==> src/rtl/dmem_bridge.sv <==
// dmem_bridge: MEM-stage data port to request/ready bus bridge with blocking loads.
// Define DMEM_WBUF_EN for the posted write buffer; without it, stores block until bus_ready.
module dmem_bridge #(
    parameter int WBUF_DEPTH = 4
) (
    input  logic        clk,
    input  logic        rst,
    input  logic        mem_ce,
    input  logic        mem_we,
    input  logic [31:0] mem_maddr,
    input  logic [3:0]  mem_msel,
    input  logic [31:0] mem_mdata,
    output logic [31:0] mdata_mem,
    output logic        stall,
    output logic        bus_req,
    output logic        bus_wr,
    output logic [31:0] bus_addr,
    output logic [3:0]  bus_sel,
    output logic [31:0] bus_wdata,
    input  logic        bus_ready,
    input  logic        bus_rvalid,
    input  logic [31:0] bus_rdata
);
    typedef enum logic [2:0] {IDLE, DRAIN, RD_REQ, RD_WAIT, RD_DONE} state_t;
    state_t state_q, state_d;
    logic [31:0] raddr_q, raddr_d, rdata_q, rdata_d;
    logic [3:0] rsel_q, rsel_d;
    logic load, store, wr_act, rd_act, wr_stall, has_wr, drained;
    logic [31:0] waddr, wdata;
    logic [3:0] wsel;

    assign load = mem_ce & ~mem_we;
    assign store = mem_ce & mem_we;
    assign rd_act = state_q == RD_REQ;

`ifdef DMEM_WBUF_EN
    localparam int AW = $clog2(WBUF_DEPTH);
    logic [31:0] fa_q [WBUF_DEPTH];
    logic [31:0] fd_q [WBUF_DEPTH];
    logic [3:0] fs_q [WBUF_DEPTH];
    logic [AW-1:0] wp_q, wp_d, rp_q, rp_d;
    logic [AW:0] cnt_q, cnt_d;
    logic full, push, pop;

    assign full = cnt_q == (AW+1)'(WBUF_DEPTH);
    assign has_wr = cnt_q != '0;
    assign push = store & ~full;
    assign wr_act = has_wr & (state_q == IDLE | state_q == DRAIN);
    assign pop = wr_act & bus_ready;
    assign wr_stall = store & full;
    assign drained = cnt_d == '0;
    assign waddr = fa_q[rp_q];
    assign wsel = fs_q[rp_q];
    assign wdata = fd_q[rp_q];

    always_comb begin
        wp_d = push ? wp_q + 1'b1 : wp_q;
        rp_d = pop ? rp_q + 1'b1 : rp_q;
        cnt_d = cnt_q + (AW+1)'(push) - (AW+1)'(pop);
    end

    always_ff @(posedge clk or negedge rst) begin
        if (!rst) begin
            wp_q <= '0;
            rp_q <= '0;
            cnt_q <= '0;
        end else begin
            wp_q <= wp_d;
            rp_q <= rp_d;
            cnt_q <= cnt_d;
        end
    end

    // Payload storage needs no reset: entries are only read while counted.
    always_ff @(posedge clk) begin
        if (push) begin
            fa_q[wp_q] <= mem_maddr;
            fs_q[wp_q] <= mem_msel;
            fd_q[wp_q] <= mem_mdata;
        end
    end
`else
    logic unused_depth;
    assign unused_depth = WBUF_DEPTH[0];
    assign has_wr = 1'b0;
    assign drained = 1'b1;
    assign wr_act = store & (state_q == IDLE);
    assign wr_stall = wr_act & ~bus_ready;
    assign waddr = mem_maddr;
    assign wsel = mem_msel;
    assign wdata = mem_mdata;
`endif

    assign stall = state_q == RD_DONE ? 1'b0 :
                   (state_q == IDLE & load) | state_q == DRAIN | rd_act | state_q == RD_WAIT | wr_stall;
    assign bus_req = wr_act | rd_act;
    assign bus_wr = wr_act;
    assign bus_addr = wr_act ? waddr : rd_act ? raddr_q : '0;
    assign bus_sel = wr_act ? wsel : rd_act ? rsel_q : '0;
    assign bus_wdata = wr_act ? wdata : '0;
    assign mdata_mem = rdata_q;

    always_comb begin
        state_d = state_q;
        raddr_d = raddr_q;
        rsel_d = rsel_q;
        rdata_d = rdata_q;
        case (state_q)
            IDLE: if (load) begin
                raddr_d = mem_maddr;
                rsel_d = mem_msel;
                state_d = has_wr ? DRAIN : RD_REQ;
            end
            DRAIN: state_d = drained ? RD_REQ : DRAIN;
            RD_REQ: state_d = bus_ready ? RD_WAIT : RD_REQ;
            RD_WAIT: if (bus_rvalid) begin
                rdata_d = bus_rdata;
                state_d = RD_DONE;
            end
            default: state_d = IDLE;
        endcase
    end

    always_ff @(posedge clk or negedge rst) begin
        if (!rst) begin
            state_q <= IDLE;
            raddr_q <= '0;
            rsel_q <= '0;
            rdata_q <= '0;
        end else begin
            state_q <= state_d;
            raddr_q <= raddr_d;
            rsel_q <= rsel_d;
            rdata_q <= rdata_d;
        end
    end
endmodule

==> config.mk <==
export PLATFORM = sky130hd
export DESIGN_NAME = dmem_bridge
export DESIGN_NICKNAME = d
export VERILOG_FILES = /design/src/rtl/dmem_bridge.sv
export SDC_FILE = /design/constraint.sdc
export NUM_CORES = 1
export LEC_CHECK = 0
export ABC_AREA = 0
export BUFFER_PORTS_ARGS = -buffer_cell sky130_fd_sc_hd__buf_2
export CAP_MARGIN = 30
export CORE_ASPECT_RATIO = 0.9
export CORE_MARGIN = 5
export CORE_UTILIZATION = 35
export CTS_CLUSTER_SIZE = 24
export DETAILED_ROUTE_END_ITERATION = 8
export PLACE_DENSITY = 0.72
export SETUP_SLACK_MARGIN = 0.4
export SLEW_MARGIN = 15
export SYNTH_ARGS = -nofsm -noshare
export SYNTH_HDL_FRONTEND = slang
export SYNTH_SLANG_ARGS = --single-unit
==> constraint.sdc <==
create_clock -name clk -period 4.35 [get_ports clk]
set_input_delay 0.2175 -clock clk [delete_from_list [all_inputs] [get_ports clk]]
set_output_delay 0.2175 -clock clk [all_outputs]
set_load 0.05 [all_outputs]
==> reports/qor.txt <==
Run status -> finished clean
Share of layout cells above drive strength 1 -> 66.08%
Die span in y -> 104.1 um
H-tree level count -> 3
Layout Nets -> 555
Max-cap violation count -> 0
Hold_buf cts -> 1
Startpoint type of the worst setup path -> flip-flop
Final setup viols -> 0
Share of the synthesized area in the top cell type -> 51.58%
CTS buffer count -> 9
Largest net degree at the start of global routing -> 39
End point of the critical path -> bus_addr[6]
First DRT Iteration DRCs -> 109
CTS clk-pin slew, worst paths -> 0.08 ns
Root Driver -> clkbuf_8
Drt drc -> 0
Vias in the first global route -> 2896
N_diodes -> 0
Sequential power share -> 27.4%
Pwr dens -> 910.5 nW/um^2
CTS tree -> done
Distinct cell type count after synthesis -> 23
Commonest non-fill, non-tap cells in the layout -> buf_2 (208), dfrtp_1 (71), mux2_2 (38), a22o_1 (36), and3_1 (32)
DIE WIDTH -> 114.6 um
Post-Route Utilization -> 49.24%
Worst setup path start -> state_q[0]
Synthesized Nets -> 350
DP Area -> 4531 sq um
DR vias/cell -> 4.876
Antenna violations before repair -> 1
Final WL -> 9323 um
CTS Sinks -> 71
GPL Wtd Cong -> 0.8081
Total global-route track usage -> 15.45%
Internal power -> 2.122 mW
Area growth, synth to finish -> 38.03%
Final worst path period need -> 2.686 ns
YS warnings -> 0
RSZ-0062 raised after global routing -> no
Arr. time, crit path -> 2.47 ns
DRT antenna net count -> 0
Core area -> 9657 sq um
Hold path depth -> 2
Final hold violations -> 0
Row Count -> 34
Grt ovf -> 0
Final Max Slew Viols -> 0
Ranking of synthesized cells by area -> dfrtp_1 (52%), mux2_4 (13%), mux2_2 (12%), a22o_1 (9.2%), and3_1 (5.8%)
Syn avg cell area -> 14.12 sq um
Yosys top cell by area -> dfrtp_1
Worst-path maximum fanout -> 38
R2r setup slk -> 1.69 ns
Reg-to-Reg End -> rsel_q[0]
Die area -> 11930 sq um
Setup TNS -> 0 ns
Initial core utilization -> 35.67%
Post-CTS sizing -> 0
Slew headroom -> 41.59%
Most common cell after layout, fill and taps aside -> buf_2
Vias -> 2828
WL per Instance -> 16.07 um
HP Class -> input pin to flip-flop
Net Sw Power -> 2.208 mW
Hpwl dp -> 6916 um
Clock latency at the later pin of the worst-skew pair -> 0.34 ns
Clock Power Share -> 13.3%
Crit end category -> output pin
Crit share post-route -> 61.75%
R2R cell count -> 5
Comb pwr share -> 59.3%
Peak Freq -> 372.3 MHz
Worst Max-Slew Pin Slew -> 0.8762 ns
First-pass GRT wire length -> 14990 um
Critical path class -> flip-flop to output pin
Synthesis-stage register bit count -> 71
Req. time, crit path -> 4.13 ns
Skew final -> 0.01267 ns
Synthesized cell area -> 3445 sq um
Sw Ratio -> 51.00%
Drt first pass iters -> 4
Register area share after synthesis -> 51.58%
P_leak -> 2.660 nW
IO Pins -> 209
Worst ir drop on vdd -> 504.3 uV
IO buf count -> 208
Synth Instances -> 244
Cell area after layout -> 4755 sq um
Reg-to-reg startpoint -> state_q[0]
Max Root-Sink Buffers -> 2
Post-CTS Setup Inserts -> 0
power by group through the flow:
| stage | clock network (mW) | logic (mW) | registers [mW] |
|---|---|---|---|
| floorplan | 0 | 1.55 | 1.69 |
| global placement | 0 | 2.55 | 1.17 |
| detailed placement | 0 | 2.59 | 1.19 |
| CTS | 0.595 | 2.59 | 1.19 |
| global route | 0.625 | 2.69 | 1.23 |
| finish | 0.576 | 2.57 | 1.19 |
flip-flops by register name, indices dropped and copies added, names as in the netlist:
signal / cells
mdata_mem: 32
raddr_q: 32
rsel_q: 4
state_q: 3
critical path, cell delays in order, from the launching register on:
cell,delay (ns)
dfrtp_1,0.49
nor4b_4,0.31
buf_4,0.30
and2_1,0.16
buf_4,0.35
a22o_1,0.24
buf_2,0.28
metrics by stage:
stage	total power [mW]	hold WS, ns	std cells	worst slack, ns
floorplan	3.232	-0.07809	244	2.290
detailed placement	3.775	0.3506	563	1.690
global route	4.548	0.05700	580	1.487
finish	4.329	0.08392	580	1.664
CTS	4.373	0.05967	580	1.627
global placement	3.722	0.3369	563	1.823
Yosys cell counts:
cell	number
buf_2	6
nand4b_1	1
nor4b_4	1
a211oi_1	2
nor2_1	3
a311oi_1	1
nand2b_1	1
mux2_4	30
inv_1	1
and2b_1	1
buf_6	2
nor3_1	1
buf_12	3
dfrtp_1	71
nand2_1	1
buf_4	3
or2_2	1
and2_1	1
clkbuf_1	7
nor2b_1	1
and3_1	32
a22o_1	36
mux2_2	38
per-layer routing:
layer | wire length (um) | track usage, % | share of wire (%) | vias up
li1 | - | - | - | 1313
met1 | 3926 | 20.24 | 42 | 1381
met2 | 4448 | 24.27 | 48 | 119
met3 | 838 | 5.294 | 9.0 | 13
met4 | 97 | 4.156 | 1.0 | 2
met5 | 11 | 0 | 0.12 | -
worst min path at each step:
stage                   end  startpoint  slack [ns]
3_5_place_dp   mdata_mem[5]         rst        0.35
4_1_cts          state_q[0]  bus_rvalid        0.06
3_3_place_gp   mdata_mem[5]         rst        0.34
6_report         state_q[0]  bus_rvalid        0.08
2_1_floorplan  mdata_mem[0]         rst       -0.08
5_1_grt          state_q[0]  bus_rvalid        0.06
area by class of cell:
cell class              count  area (sq um)
well taps                 126         157.7
multi-input cells         151          1506
repair buffers            215          1096
flip-flops and latches     71          1777
clock buffers              11         131.4
fillers                   891          4902
inverters                   1         3.754
clock inverters             5         82.58
logic make-up (layout without fill, tap and decap cells):
| logic type | after synthesis | count (layout) | share of synthesized area (%) |
|---|---|---|---|
| muxes | 68 | 68 | 25.50 |
| DFF | 71 | 71 | 51.58 |
| AOI/OAI and AO/OA | 39 | 39 | 9.844 |
| buffers and inverters | 22 | 232 | 4.795 |
| and+or+nand+nor | 44 | 44 | 8.282 |
Power figures use the tool's default switching activity.
